--- config.mk ---
export PLATFORM = sky130hd
export DESIGN_NAME = imem_loader_flat
export DESIGN_NICKNAME = d
export VERILOG_FILES = /design/src/rtl/imem_loader_if.sv /design/src/rtl/imem_loader.sv /design/src/flat_wrapper.sv
export SDC_FILE = /design/constraint.sdc
export NUM_CORES = 1
export LEC_CHECK = 0
export ABC_AREA = 1
export BUFFER_PORTS_ARGS = -buffer_cell sky130_fd_sc_hd__buf_4
export CAP_MARGIN = 10
export CORE_MARGIN = 5
export CORE_UTILIZATION = 57
export DETAILED_ROUTE_END_ITERATION = 10
export GPL_ROUTABILITY_DRIVEN = 0
export PLACE_DENSITY = 0.85
export SKIP_LAST_GASP = 1
export SLEW_MARGIN = 20
export SYNTH_ARGS = -nofsm -noshare
export SYNTH_HDL_FRONTEND = slang
export SYNTH_SLANG_ARGS = --single-unit
--- constraint.sdc ---
create_clock -name clk -period 2.6 [get_ports clk]
set_clock_uncertainty 0.2 [all_clocks]
set_input_delay 0.26 -clock clk [delete_from_list [all_inputs] [get_ports clk]]
set_output_delay 0.26 -clock clk [all_outputs]
set_load 0.03 [all_outputs]
--- src/rtl/imem_loader_if.sv ---
`default_nettype none
// ============================================================================
//  Module      : imem_loader_if
//  Description : Byte-stream input, imem write port and load-status bundle
//                for the instruction-memory loader.
//  Revision    : 1.0  initial release
// ============================================================================
interface imem_loader_if #(
    parameter int ADDR_WIDTH = 10
);
    logic                  in_valid;
    logic [7:0]            in_data;
    logic                  in_ready;
    logic                  imem_we;
    logic [ADDR_WIDTH-1:0] imem_addr;
    logic [31:0]           imem_wdata;
    logic                  cpu_rst;
    logic                  done;
    logic                  error;
    logic [ADDR_WIDTH:0]   loaded_words;

    // Loader side: consumes bytes, drives imem and status
    modport slave (
        input  in_valid,
        input  in_data,
        output in_ready,
        output imem_we,
        output imem_addr,
        output imem_wdata,
        output cpu_rst,
        output done,
        output error,
        output loaded_words
    );

    // Host side: produces bytes, observes imem and status
    modport master (
        output in_valid,
        output in_data,
        input  in_ready,
        input  imem_we,
        input  imem_addr,
        input  imem_wdata,
        input  cpu_rst,
        input  done,
        input  error,
        input  loaded_words
    );
endinterface
`default_nettype wire

--- src/rtl/imem_loader.sv ---
`default_nettype none
// ============================================================================
//  Module      : imem_loader
//  Description : Receives a framed, XOR-checksummed program image over a
//                byte valid/ready link, writes it into imem one word at a
//                time and releases the CPU reset only after a verified load.
//  Revision    : 1.0  initial release
// ============================================================================
module imem_loader #(
    parameter int ADDR_WIDTH = 10
) (
    input  wire logic    clk,
    input  wire logic    rst,
    imem_loader_if.slave bus
);

    localparam logic [2:0] c_ST_IDLE = 3'd0;
    localparam logic [2:0] c_ST_LEN0 = 3'd1;
    localparam logic [2:0] c_ST_LEN1 = 3'd2;
    localparam logic [2:0] c_ST_DATA = 3'd3;
    localparam logic [2:0] c_ST_CSUM = 3'd4;
    localparam logic [2:0] c_ST_DONE = 3'd5;
    localparam logic [2:0] c_ST_ERR  = 3'd6;

    localparam logic [7:0]  c_MAGIC     = 8'hA5;
    localparam int unsigned c_MAX_WORDS = 2 ** ADDR_WIDTH;

    logic [2:0]            r_state;
    logic [7:0]            r_len_lo;
    logic [15:0]           r_len;
    logic [1:0]            r_pos;
    logic [23:0]           r_word;
    logic [7:0]            r_csum;
    logic [ADDR_WIDTH-1:0] r_addr;
    logic [ADDR_WIDTH:0]   r_count;
    logic                  r_we;
    logic [31:0]           r_wdata;

    logic                  w_ready;
    logic                  w_accept;
    logic                  w_is_magic;
    logic [15:0]           w_len_in;
    logic [ADDR_WIDTH:0]   w_count_inc;
    logic                  w_last_word;

    // Ready depends on state only, so the source never sees a combinational
    // path from its own valid back to ready.
    assign w_ready     = (r_state != c_ST_DONE);
    assign w_accept    = bus.in_valid & w_ready;
    assign w_is_magic  = (bus.in_data == c_MAGIC);
    assign w_len_in    = {bus.in_data, r_len_lo};
    assign w_count_inc = r_count + (ADDR_WIDTH + 1)'(1);
    assign w_last_word = (32'(w_count_inc) == 32'(r_len));

    // Frame parser, word assembler, checksum and imem write generation
    always_ff @(posedge clk) begin
        if (rst) begin
            r_state  <= c_ST_IDLE;
            r_len_lo <= '0;
            r_len    <= '0;
            r_pos    <= '0;
            r_word   <= '0;
            r_csum   <= '0;
            r_addr   <= '0;
            r_count  <= '0;
            r_we     <= 1'b0;
            r_wdata  <= '0;
        end else begin
            r_we <= 1'b0;
            // Advance the address after each write except the final one, so
            // the address stays within MAX_WORDS-1 even for a full image.
            if (r_we && (r_state == c_ST_DATA)) begin
                r_addr <= r_addr + ADDR_WIDTH'(1);
            end
            if (w_accept) begin
                case (r_state)
                    c_ST_IDLE, c_ST_ERR: begin
                        if (w_is_magic) begin
                            r_state <= c_ST_LEN0;
                            r_addr  <= '0;
                            r_count <= '0;
                            r_csum  <= '0;
                            r_pos   <= '0;
                        end
                    end
                    c_ST_LEN0: begin
                        r_len_lo <= bus.in_data;
                        r_state  <= c_ST_LEN1;
                    end
                    c_ST_LEN1: begin
                        r_len <= w_len_in;
                        if (32'(w_len_in) > c_MAX_WORDS) begin
                            r_state <= c_ST_ERR;
                        end else if (w_len_in == 16'd0) begin
                            r_state <= c_ST_CSUM;
                        end else begin
                            r_state <= c_ST_DATA;
                        end
                    end
                    c_ST_DATA: begin
                        r_csum <= r_csum ^ bus.in_data;
                        if (r_pos == 2'd3) begin
                            // Little-endian: the fourth byte is the MSB
                            r_we    <= 1'b1;
                            r_wdata <= {bus.in_data, r_word};
                            r_count <= w_count_inc;
                            r_pos   <= 2'd0;
                            if (w_last_word) begin
                                r_state <= c_ST_CSUM;
                            end
                        end else begin
                            r_word[{r_pos, 3'b000} +: 8] <= bus.in_data;
                            r_pos <= r_pos + 2'd1;
                        end
                    end
                    c_ST_CSUM: begin
                        r_state <= (bus.in_data == r_csum) ? c_ST_DONE : c_ST_ERR;
                    end
                    c_ST_DONE: begin
                        r_state <= c_ST_DONE;
                    end
                    default: begin
                        r_state <= c_ST_IDLE;
                    end
                endcase
            end
        end
    end

    assign bus.in_ready     = w_ready;
    assign bus.imem_we      = r_we;
    assign bus.imem_addr    = r_addr;
    assign bus.imem_wdata   = r_wdata;
    assign bus.cpu_rst      = (r_state != c_ST_DONE);
    assign bus.done         = (r_state == c_ST_DONE);
    assign bus.error        = (r_state == c_ST_ERR);
    assign bus.loaded_words = r_count;

endmodule
`default_nettype wire

--- src/flat_wrapper.sv ---
// flat-port wrapper written by rule: the top's interface ports become plain ports
module imem_loader_flat 
#(
    parameter int ADDR_WIDTH = 10
)
  (clk, rst, bus_in_valid, bus_in_data, bus_in_ready, bus_imem_we, bus_imem_addr, bus_imem_wdata, bus_cpu_rst, bus_done, bus_error, bus_loaded_words);
  imem_loader_if #(.ADDR_WIDTH(ADDR_WIDTH)) bus_i ();
  input  wire logic clk;
  input  wire logic rst;
  input wire logic [$bits(bus_i.in_valid)-1:0] bus_in_valid;
  input wire logic [$bits(bus_i.in_data)-1:0] bus_in_data;
  output wire logic [$bits(bus_i.in_ready)-1:0] bus_in_ready;
  output wire logic [$bits(bus_i.imem_we)-1:0] bus_imem_we;
  output wire logic [$bits(bus_i.imem_addr)-1:0] bus_imem_addr;
  output wire logic [$bits(bus_i.imem_wdata)-1:0] bus_imem_wdata;
  output wire logic [$bits(bus_i.cpu_rst)-1:0] bus_cpu_rst;
  output wire logic [$bits(bus_i.done)-1:0] bus_done;
  output wire logic [$bits(bus_i.error)-1:0] bus_error;
  output wire logic [$bits(bus_i.loaded_words)-1:0] bus_loaded_words;
  assign bus_i.in_valid = bus_in_valid;
  assign bus_i.in_data = bus_in_data;
  assign bus_in_ready = bus_i.in_ready;
  assign bus_imem_we = bus_i.imem_we;
  assign bus_imem_addr = bus_i.imem_addr;
  assign bus_imem_wdata = bus_i.imem_wdata;
  assign bus_cpu_rst = bus_i.cpu_rst;
  assign bus_done = bus_i.done;
  assign bus_error = bus_i.error;
  assign bus_loaded_words = bus_i.loaded_words;
  imem_loader #(.ADDR_WIDTH(ADDR_WIDTH)) u_core (.clk(clk), .rst(rst), .bus(bus_i));
endmodule
==> impl_metrics.py <==
metrics = {
    "run_status": {
        "outcome": "completed",
    },
    "timing": {
        "slew_headroom": 0.657,
        "setup_viol": 0,
        "finalCritPeriodShare": 0.956,
        "hold_viol_final": 0,
        "slew_viol_final": 0,
        "period_minus_slack_ns": 2.49,
        "tightest_slew_ns": 0.513,
        "rsz0062_at_grt": "false",
        "max_freq_ghz": 0.402,
        "tns_ns": 0,
    },
    "global_route": {
        "track_usage": 0.253,
        "grt_start_max_net_pins": 63,
        "grt_pass1_wl_um": 23100,
        "grt_pass1_vias": 4767,
        "overflow": 0,
        "antenna_found_initial": 0,
    },
    "route": {
        "wl_met1_um": 5790,
        "drtAntennaViolNets": 0,
        "post_drt_wl_per_cell_um": 15.9,
        "via_per_inst": 5.78,
        "vias": 5146,
        "dr_wl_met2_um": 6580,
        "drc": 0,
        "first_iter_violations": 495,
        "met3_length_um": 1280,
        "first_pass_iters": 6,
        "top_layer": "met4",
        "wirelength_um": 14200,
    },
    "placed_design": {
        "placed_cell_area_mm2": 0.00569,
        "hpwl_um": 9040,
        "dp_cells": 846,
        "io_buffers": 68,
    },
    "power": {
        "p_leak_nw": 2.73,
        "p_per_area_mw_per_mm2": 747,
        "peakVddDrop_v": 0.000554,
    },
    "clock_tree": {
        "clk_pin_slew_worst_paths_ns": 0.06,
        "numCtsBuffers": 17,
        "clkLatencyLatePin_ns": 0.54,
        "cts_tree": "built",
        "clock-sinks": 115,
        "htreeDepth": 4,
        "root_buffer": "clkbuf_8",
        "cts_max_path_buffers": 2,
    },
    "critical_path": {
        "startpoint_type": "register",
        "cp.arrival_ns": 2.76,
        "crit_family": "buffers and inverters",
        "crit_top_cell": "inv_2",
        "crit_chain": "inv_1 -> nor2_1 -> inv_2 -> nor2_4 -> inv_2 -> nand2_2 -> inv_1 -> nand2_2 -> nand2_4 -> inv_2 -> nand2_1 -> a21oi_1 -> dlygate4sd3_1",
        "path_class": "reg2reg",
        "cp.required_ns": 2.88,
        "cp_slowest_cell": "dlygate4sd3_1",
        "path_buf_inv": 6,
        "cp_max_fo": 15,
        "cpPeakStageDelay_ns": 0.57,
        "crit_path_end_kind": "register",
    },
    "hold_path": {
        "hold_path_class": "in2reg",
    },
    "yosys": {
        "syn_inst": 691,
        "yosys.area.top_type": "dfxtp_1",
        "ys_ff_latch": 115,
        "seq_area_frac_synth": 0.449,
        "synth_top_area_frac": 0.449,
        "syn_nets": 710,
        "netlist_area_mm2": 0.00512,
        "yosys_warnings": 0,
        "syn_avg_cell_area_um2": 7.42,
        "synth_area_leaders": "dfxtp_1 45%, o21ai_0 9.1%, a21oi_1 8.4%",
        "ys_types": 33,
    },
    "finish": {
        "finish.utilization": 0.736,
        "diodes": 0,
        "fin_cells": 891,
        "drive_gt1_frac": 0.172,
        "fillers": 590,
        "finalNetCount": 789,
        "final_area_mm2": 0.00645,
        "syn2layout_area_growth_pct": 25.9,
    },
    "die": {
        "die_h_um": 105,
        "ioPinCount": 69,
        "die_area_mm2": 0.0110,
        "num_rows": 34,
        "initial_utilization": 0.585,
        "die_x_um": 105,
        "fp.coreArea_mm2": 0.00876,
    },
    "job": {
        "max_cap_violations": 0,
    },
}
path summary, 6_finish.rpt:
check | startpoint | to | slack, ns | cells after the start
max | u_core.r_state[2]$_SDFFE_PP0P_ | u_core.r_csum[2]$_SDFFE_PP0P_ | 0.11 | 13
min | bus_in_data[3] | u_core.r_word[11]$_SDFFE_PP0P_ | 0.03 | 5
max reg2reg | u_core.r_state[2]$_SDFFE_PP0P_ | u_core.r_csum[2]$_SDFFE_PP0P_ | 0.11 | 13
min reg2reg | u_core.r_len[14]$_SDFFE_PP0P_ | u_core.r_len[14]$_SDFFE_PP0P_ | 0.25 | 2
per-stage QoR:
| stage | setup WS (ns) | hold WS [ns] | total power, W |
|---|---|---|---|
| floorplan | 0.466 | 0.138 | 0.00224 |
| global route | 0.0273 | 0.0710 | 0.00497 |
| global placement | 0.342 | 0.238 | 0.00235 |
| detailed placement | 0.305 | 0.245 | 0.00236 |
| finish | 0.115 | 0.0278 | 0.00482 |
| CTS | 0.0311 | 0.00676 | 0.00479 |
logic make-up (layout without fill, tap and decap cells):
kind of cell | after synthesis | after routing | share of synthesized area
DFF | 115 | 115 | 0.449
xor gates and xnor gates | 19 | 19 | 0.0325
buffers and inverters | 106 | 198 | 0.0842
AOI/OAI and AO/OA | 191 | 191 | 0.195
adders and majority gates | 8 | 8 | 0.0195
and+or+nand+nor | 251 | 251 | 0.218
muxes | 1 | 1 | 0.00195
what timing repair did:
action	in CTS	in global routing
buffers inserted	0	1
hold buffers	12	0
endpoints found under the hold margin	39	0
setup endpoints to repair	0	1
gates resized for setup	0	5
metal layers:
layer	vias to the layer above	track usage
met2	278	0.403
li1	2427	-
met1	2383	0.325
met4	0	0.108
met5	-	0
met3	58	0.0635
cells in the final DEF (no fill, tap or decap), types with 2 or more instances in the layout:
cell / netlist / routed
bufinv_16: 0 / 4
clkinv_2: 0 / 2
nand4_1: 5 / 5
nand3b_1: 5 / 5
clkinv_4: 0 / 4
nand2_1: 90 / 89
nor2_1: 89 / 89
nand2_2: 12 / 12
clkbuf_16: 0 / 16
xor2_1: 9 / 9
nand3_2: 2 / 2
o211a_1: 5 / 5
clkinvlp_4: 0 / 3
clkinv_1: 2 / 2
ha_1: 8 / 8
dlygate4sd3_1: 0 / 12
dfxtp_1: 115 / 114
nor2_4: 5 / 5
a211oi_1: 3 / 3
buf_4: 2 / 74
nand3_1: 31 / 31
inv_2: 4 / 5
xnor2_1: 10 / 10
a21oi_1: 86 / 86
inv_1: 73 / 71
inv_6: 0 / 3
nor3_1: 7 / 7
o21ai_0: 93 / 93
nor4_1: 3 / 3
area by class of cell:
class	count	area [um^2]	area share
repair buffers	87	696	0.108
well taps	108	135	0.0209
flip-flops and latches	115	2300	0.357
clock inverters	15	206	0.0320
inverters	79	300	0.0465
clock buffers	17	414	0.0642
multi-input cells	470	2400	0.372
worst min-delay path: stages:
cell and delay, ns:
buf_4 0.13, nand2_1 0.09, nor2_1 0.05, o21ai_0 0.14
a21oi_1 0.04
Yosys cell counts, drive strengths merged:
cell,n
nor2,95
a21boi,1
nand2,102
dfxtp,115
o32ai,1
xor2,9
clkinv,2
xnor2,10
nor3,7
nor4,3
buf,15
a211oi,3
nand3b,5
nand4,5
o21ai,93
a22oi,1
inv,77
o211a,5
ha,8
a21oi,86
clkbuf,12
o21bai,1
mux2i,1
nor3b,1
nand3,33
sequential cells by signal (all words and copies together) (netlist names):
register	flops
u_core.bus.imem_we	1
u_core.bus.loaded_words	11
u_core.r_pos	2
u_core.r_state	3
u_core.r_csum	8
u_core.r_len	16
u_core.bus.imem_wdata	32
u_core.r_len_lo	8
u_core.r_word	24
u_core.bus.imem_addr	10
power by group:
group / total (W) / switching, W / internal (W)
logic: 0.000488 / 0.000320 / 0.000167
registers: 0.00188 / 0.0000503 / 0.00183
clock network: 0.00246 / 0.000891 / 0.00157
No activity file was read; power rests on OpenSTA's default activity.
